[config.mk]
export PLATFORM = sky130hd
export DESIGN_NAME = forwarding_unit
export DESIGN_NICKNAME = d
export VERILOG_FILES = /design/src/rtl/forwarding_unit.sv
export SDC_FILE = /design/constraint.sdc
export NUM_CORES = 1
export LEC_CHECK = 0
export BUFFER_PORTS_ARGS = -buffer_cell sky130_fd_sc_hd__buf_2
export CAP_MARGIN = 20
export CORE_UTILIZATION = 52
export CTS_CLUSTER_DIAMETER = 30
export DETAILED_ROUTE_END_ITERATION = 10
export PLACE_DENSITY = 0.77
export SLEW_MARGIN = 15
export SYNTH_ARGS = -nofsm -noshare
export SYNTH_HDL_FRONTEND = slang
export SYNTH_SLANG_ARGS = --single-unit
[constraint.sdc]
create_clock -name CLK -period 1.97 [get_ports CLK]
set_input_delay 0.2955 -clock CLK [delete_from_list [all_inputs] [get_ports CLK]]
set_output_delay 0.2955 -clock CLK [all_outputs]
set_load 0.05 [all_outputs]
[src/rtl/forwarding_unit.sv]
// forwarding_unit: operand-forwarding select and load-use stall unit for the
// RV32IM 5-stage pipeline. It shadows the destination-register state of the
// EX, MEM and WB stages. It registers the two EX operand-mux selects, one
// cycle after the instruction is seen in ID.
//   select 00 = register file, 01 = EX/MEM ALU result,
//          10 = MEM/WB write-back value, 11 = retired write-back buffer
module forwarding_unit #(
   parameter int REG_ADDR_W = 5
) (
   input  logic                  CLK,
   input  logic                  RESET,
   input  logic                  ID_VALID,
   input  logic [REG_ADDR_W-1:0] ID_RS1,
   input  logic [REG_ADDR_W-1:0] ID_RS2,
   input  logic [REG_ADDR_W-1:0] ID_RD,
   input  logic                  ID_REG_WRITE_EN,
   input  logic                  ID_MEM_READ,
   input  logic                  FLUSH,
   output logic [1:0]            OP1_SELECT,
   output logic [1:0]            OP2_SELECT,
   output logic                  STALL
);

   // Stage records. The load flag only affects hazard detection while the
   // producer sits in EX, so MEM and WB keep only {rd, we}.
   logic [REG_ADDR_W-1:0] ex_rd_r;
   logic                  ex_we_r;
   logic                  ex_ld_r;
   logic [REG_ADDR_W-1:0] mem_rd_r;
   logic                  mem_we_r;
   logic [REG_ADDR_W-1:0] wb_rd_r;
   logic                  wb_we_r;

   logic                  ex_eff_s;
   logic                  mem_eff_s;
   logic                  wb_eff_s;
   logic                  stall_s;
   logic                  kill_s;
   logic [1:0]            op1_sel_s;
   logic [1:0]            op2_sel_s;

   // Youngest-producer-first select for one source operand. x0 never forwards.
   function automatic logic [1:0] fwd_sel(
      input logic [REG_ADDR_W-1:0] rs,
      input logic                  ex_eff,
      input logic [REG_ADDR_W-1:0] ex_rd,
      input logic                  mem_eff,
      input logic [REG_ADDR_W-1:0] mem_rd,
      input logic                  wb_eff,
      input logic [REG_ADDR_W-1:0] wb_rd
   );
      logic [1:0] sel;
      if (rs == {REG_ADDR_W{1'b0}}) begin
         sel = 2'b00;
      end else if (ex_eff && (ex_rd == rs)) begin
         sel = 2'b01;
      end else if (mem_eff && (mem_rd == rs)) begin
         sel = 2'b10;
      end else if (wb_eff && (wb_rd == rs)) begin
         sel = 2'b11;
      end else begin
         sel = 2'b00;
      end
      return sel;
   endfunction

   // Effective-write flags, load-use stall and next select codes.
   always_comb begin
      ex_eff_s  = ex_we_r  & (ex_rd_r  != {REG_ADDR_W{1'b0}});
      mem_eff_s = mem_we_r & (mem_rd_r != {REG_ADDR_W{1'b0}});
      wb_eff_s  = wb_we_r  & (wb_rd_r  != {REG_ADDR_W{1'b0}});
      stall_s   = ID_VALID & ~FLUSH & ex_ld_r & ex_eff_s &
                  ((ex_rd_r == ID_RS1) | (ex_rd_r == ID_RS2));
      kill_s    = FLUSH | stall_s | ~ID_VALID;
      op1_sel_s = fwd_sel(ID_RS1, ex_eff_s, ex_rd_r, mem_eff_s, mem_rd_r,
                          wb_eff_s, wb_rd_r);
      op2_sel_s = fwd_sel(ID_RS2, ex_eff_s, ex_rd_r, mem_eff_s, mem_rd_r,
                          wb_eff_s, wb_rd_r);
   end

   assign STALL = stall_s;

   // Advance the pipeline shadow. ID enters EX unless it is killed, stalled or absent.
   always_ff @(posedge CLK) begin
      if (!RESET) begin
         ex_rd_r    <= {REG_ADDR_W{1'b0}};
         ex_we_r    <= 1'b0;
         ex_ld_r    <= 1'b0;
         mem_rd_r   <= {REG_ADDR_W{1'b0}};
         mem_we_r   <= 1'b0;
         wb_rd_r    <= {REG_ADDR_W{1'b0}};
         wb_we_r    <= 1'b0;
         OP1_SELECT <= 2'b00;
         OP2_SELECT <= 2'b00;
      end else begin
         mem_rd_r <= ex_rd_r;
         mem_we_r <= ex_we_r;
         wb_rd_r  <= mem_rd_r;
         wb_we_r  <= mem_we_r;
         if (kill_s) begin
            ex_rd_r    <= {REG_ADDR_W{1'b0}};
            ex_we_r    <= 1'b0;
            ex_ld_r    <= 1'b0;
            OP1_SELECT <= 2'b00;
            OP2_SELECT <= 2'b00;
         end else begin
            ex_rd_r    <= ID_RD;
            ex_we_r    <= ID_REG_WRITE_EN;
            ex_ld_r    <= ID_MEM_READ;
            OP1_SELECT <= op1_sel_s;
            OP2_SELECT <= op2_sel_s;
         end
      end
   end

endmodule

==> After elaboration in Yosys (flattened, before gate mapping) <==
Index checks and enable logic that the tools add are counted.
{ "totals": {"register_bits": 23, "input_bits": 21, "output_inout_bits": 5, "wordCells": 52} }
{ "op_classes": {"n_eq_ne": 6, "mux": 6, "bitwise_logic": 13, "reduce_logical": 16} }
{ "op_table": {"columns": ["operator", "count"], "rows": [
  ["$eq 5x5->1", 6],
  ["$reduce_bool 5->1", 3],
  ["$logic_not 5->1", 2],
  ["$mux 2", 4],
  ["$reduce_or 4->1", 2],
  ["$and 1x1->1", 7],
  ["$logic_and 1x1->1", 6],
  ["$reduce_or 3->1", 2],
  ["$not 1->1", 3],
  ["$or 1x1->1", 3],
  ["$mux 1", 2],
  ["$reduce_or 2->1", 1]
]} }

==> Longest topological paths before layout <==
{ "logic_depth": {"ltp_word": 8, "mapped_depth": 6, "depth_no_buf": 5} }

==> Worst setup path after synthesis <==
Ideal clock, no wire load.
{ "synth_timing": {"path_kind": "register -> output", "start": "register ex_rd_r[3]", "end": "output port STALL", "arrival_time_ns": 1.338, "t_required_ns": 1.674, "path_slack_ns": 0.337, "stages_incl_launch_ff": 6, "path_buffers": 1, "cell_sequence": "dfxtp_1 xor2_1 nor3_1 nand3_2 a211oi_2 buf_6"} }
{ "synth_via": {"elab_chain_cells": 4, "word_cells_on_any_way": 7, "classes_between": "2 x eq/ne; 4 x bitwise; 1 x reduce/logical"} }
{ "synth_lines": {"columns": ["element", "line_no", "text"], "rows": [
  ["start, declared", "26", "logic [REG_ADDR_W-1:0] ex_rd_r;"],
  ["start signal, assigned", "86", "ex_rd_r <= {REG_ADDR_W{1'b0}};"],
  ["start signal, assigned", "101", "ex_rd_r <= {REG_ADDR_W{1'b0}};"],
  ["$reduce_bool 5->1", "69", "ex_eff_s = ex_we_r & (ex_rd_r != {REG_ADDR_W{1'b0}});"],
  ["$and 1x1->1", "69", null],
  ["$and 1x1->1", "72", "stall_s = ID_VALID & ~FLUSH & ex_ld_r & ex_eff_s &"],
  ["$and 1x1->1 (*)", "72", null],
  ["end, declared", "21", "output logic STALL"]
]} }
Every way passes the cells marked *; elsewhere a longest branch is shown, timed or not.

==> Final worst setup path <==
Ends and elaborated chain as after synthesis.

==> results.yml <==
synth:
  yosys-top-cells-count: "dfxtp_1, xnor2_1, and2_1"
  synth-edff-count: 0
  synth_cells: 112
  synthTopCellsByArea: "dfxtp_1, xnor2_1, xor2_1"
  syn_area_um2: 1140
  synth_seq_cells: 23
  yosys_most_used_dff: "dfxtp_1"
  async_flop_share: 0
  synth_warnings: 0
  synth_top_area_cell: "dfxtp_1"
  seq_area_frac_synth: 0.403
  synthMostInstantiatedCell: "dfxtp_1"
  avgSynthCellArea_um2: 10.2
  synth_cell_type_count: 24
  syn_nets: 133
  synth_top_area_frac: 0.403
global_route:
  grt_pass1_vias: 945
  overflow: 0
  grt_pass1_wl_um: 4320
  grt_usage: 0.245
  grt_start_max_net_pins: 16
  antenna_found_initial: 0
sta:
  finalHoldViolations: 0
  fin_skew_ps: 5.28
  maxSlewHeadroom: 0.472
  fin_crit_ps: 2020
  fin_ws_ps: -54.1
  fin_crit_sh: 1.03
  rsz0062_at_grt: "true"
  timing.fmax_ghz: 0.494
  fin_tns_setup_ps: -54.1
  finalSetupViolCount: 1
  tightest_slew_ps: 784
  drv_slew: 0
critical_path:
  max_stage_delay_ps: 390
  cp-end-kind: "primary output"
  cp-start-kind: "flip-flop"
  cp.required_ps: 1670
  crit_family: "flip-flops"
  cp_cell_sequence: "xor2_2, nor3_2, nand3_2, a211oi_4, buf_6"
  cp.arrival_ps: 1730
  crit_fanout: 4
  critPathBufInv: 1
  critPathSlowestCell: "dfxtp_4"
  path_class: "flip-flop to primary output"
clock_network:
  cts_buffer_depth: 2
  clock-sinks: 23
  clk_latency_ps: 310
  root_buffer: "clkbuf_4"
  path_clk_slew_ps: 120
  cts_buffers: 3
  holdBufCountCts: 0
  tritoncts: "done"
  htreeDepth: 1
die:
  die_y_um: 48.9
  core_area_um2: 2020
  rows: 16
  dieArea_um2: 2390
  start_util: 0.566
  die_w_um: 48.9
  ioPinCount: 26
power_and_ir_drop:
  clkPwrFrac: 0.265
  combPwrFrac: 0.152
  switching_share: 0.258
  irDropWorstVdd_v: 0.000476
  p_leak_nw: 0.562
  seqPwrFrac: 0.583
  power.total_mw: 0.815
  p_sw_mw: 0.210
  p_per_area_nw_per_um2: 551
  p_int_mw: 0.605
min_path:
  hp-class: "primary input to flip-flop"
detailed_routing:
  first_pass_iters: 4
  viasPerCell: 5.77
  drt_wl_total_um: 2920
  drtAntennaViolNets: 0
  wl_per_cell_um: 16.5
  drt-initial-drc-count: 33
  drc_errors: 0
  num_vias: 1022
status:
  violations: "negative setup slack"
  status: "complete, but fails checks"
cells_and_area:
  utilization: 0.732
  stdcell_area_um2: 1480
  n_fill_cell: 158
  drive_gt1_frac: 0.420
  antenna-diode-count: 0
  nNetsFinal: 172
  areaGrowthSynthToFinish_pct: 29.4
placement:
  post-dp-hpwl_um: 1860
  placed_cell_area_um2: 1290
  port-buffer-count: 25
  place_congestion: 0.928
flow_run:
  drv_cap: 0
==> cells by family after synthesis <==
| logic type | share of synthesized area |
|---|---|
| AOI/OAI and AO/OA | 0.0733 |
| xor gates and xnor gates | 0.230 |
| buffers and inverters | 0.0131 |
| DFF | 0.403 |
| and+or+nand+nor | 0.281 |
==> cells in the final DEF (no fill, tap or decap), drive strengths merged <==
master | Yosys | routed
nor3 | 8 | 8
xnor2 | 20 | 20
clkinv | 0 | 1
o21ai | 3 | 3
o211ai | 2 | 2
dfxtp | 23 | 23
o22ai | 2 | 2
and2 | 12 | 12
or3 | 2 | 2
nor3b | 7 | 7
nand2 | 4 | 4
nand3 | 6 | 6
buf | 1 | 36
nor2b | 1 | 1
a2bb2oi | 2 | 2
clkbuf | 1 | 3
a211oi | 1 | 1
nor4 | 2 | 2
xor2 | 10 | 10
or4 | 5 | 5
==> repair_timing <==
item	4_1_cts	5_1_grt
buffers inserted	8	3
resized for setup	8	13
pin swaps	7	10
setup endpoints to repair	1	3
==> stage by stage <==
step	instances	hold slack [ps]	setup WS (ps)
2_1_floorplan	112	423	337
3_3_place_gp	163	458	175
3_5_place_dp	163	464	167
4_1_cts	175	211	2.29
5_1_grt	177	185	-148
6_report	177	215	-54.1
==> layout make-up <==
class | count | area [um^2] | area share
Clock buffer | 3 | 22.5 | 0.0152
Clock inverter | 1 | 5.00 | 0.00338
Multi-Input combinational cell | 87 | 722 | 0.488
Sequential cell | 23 | 479 | 0.324
Tap cell | 27 | 33.8 | 0.0228
Timing Repair Buffer | 36 | 218 | 0.147
==> power groups by stage <==
stage | Combinational [mW] | Clock, mW | Sequential [mW]
6_report | 0.124 | 0.216 | 0.475
5_1_grt | 0.131 | 0.254 | 0.477
4_1_cts | 0.110 | 0.224 | 0.478
3_3_place_gp | 0.0977 | 0 | 0.491
2_1_floorplan | 0.0598 | 0 | 0.489
3_5_place_dp | 0.102 | 0 | 0.491
==> per-layer routing <==
layer / routed length (um) / vias up / track usage / share of wire
li1: - / 465 / - / -
met1: 1090 / 473 / 0.311 / 0.37
met2: 1440 / 72 / 0.389 / 0.49
met3: 281 / 12 / 0.0405 / 0.096
met4: 108 / 0 / 0.147 / 0.037
met5: 0 / - / 0 / 0
==> path summary, 6_finish.rpt <==
path         cells after the start            end       start  slack, ps
max                              5          STALL  ex_rd_r[3]        -50
min                              2     ex_rd_r[4]    ID_RD[4]        220
max reg2reg                     10  OP2_SELECT[0]  ex_rd_r[1]         50
min reg2reg                      1        wb_we_r    mem_we_r        500
==> registers in the layout (all words and copies together), names as in the netlist, 2 cells and up <==
signal	cells
wb_rd_r	5
mem_rd_r	5
OP1_SELECT	2
ex_rd_r	5
OP2_SELECT	2
No activity file was read; power rests on OpenSTA's default activity.
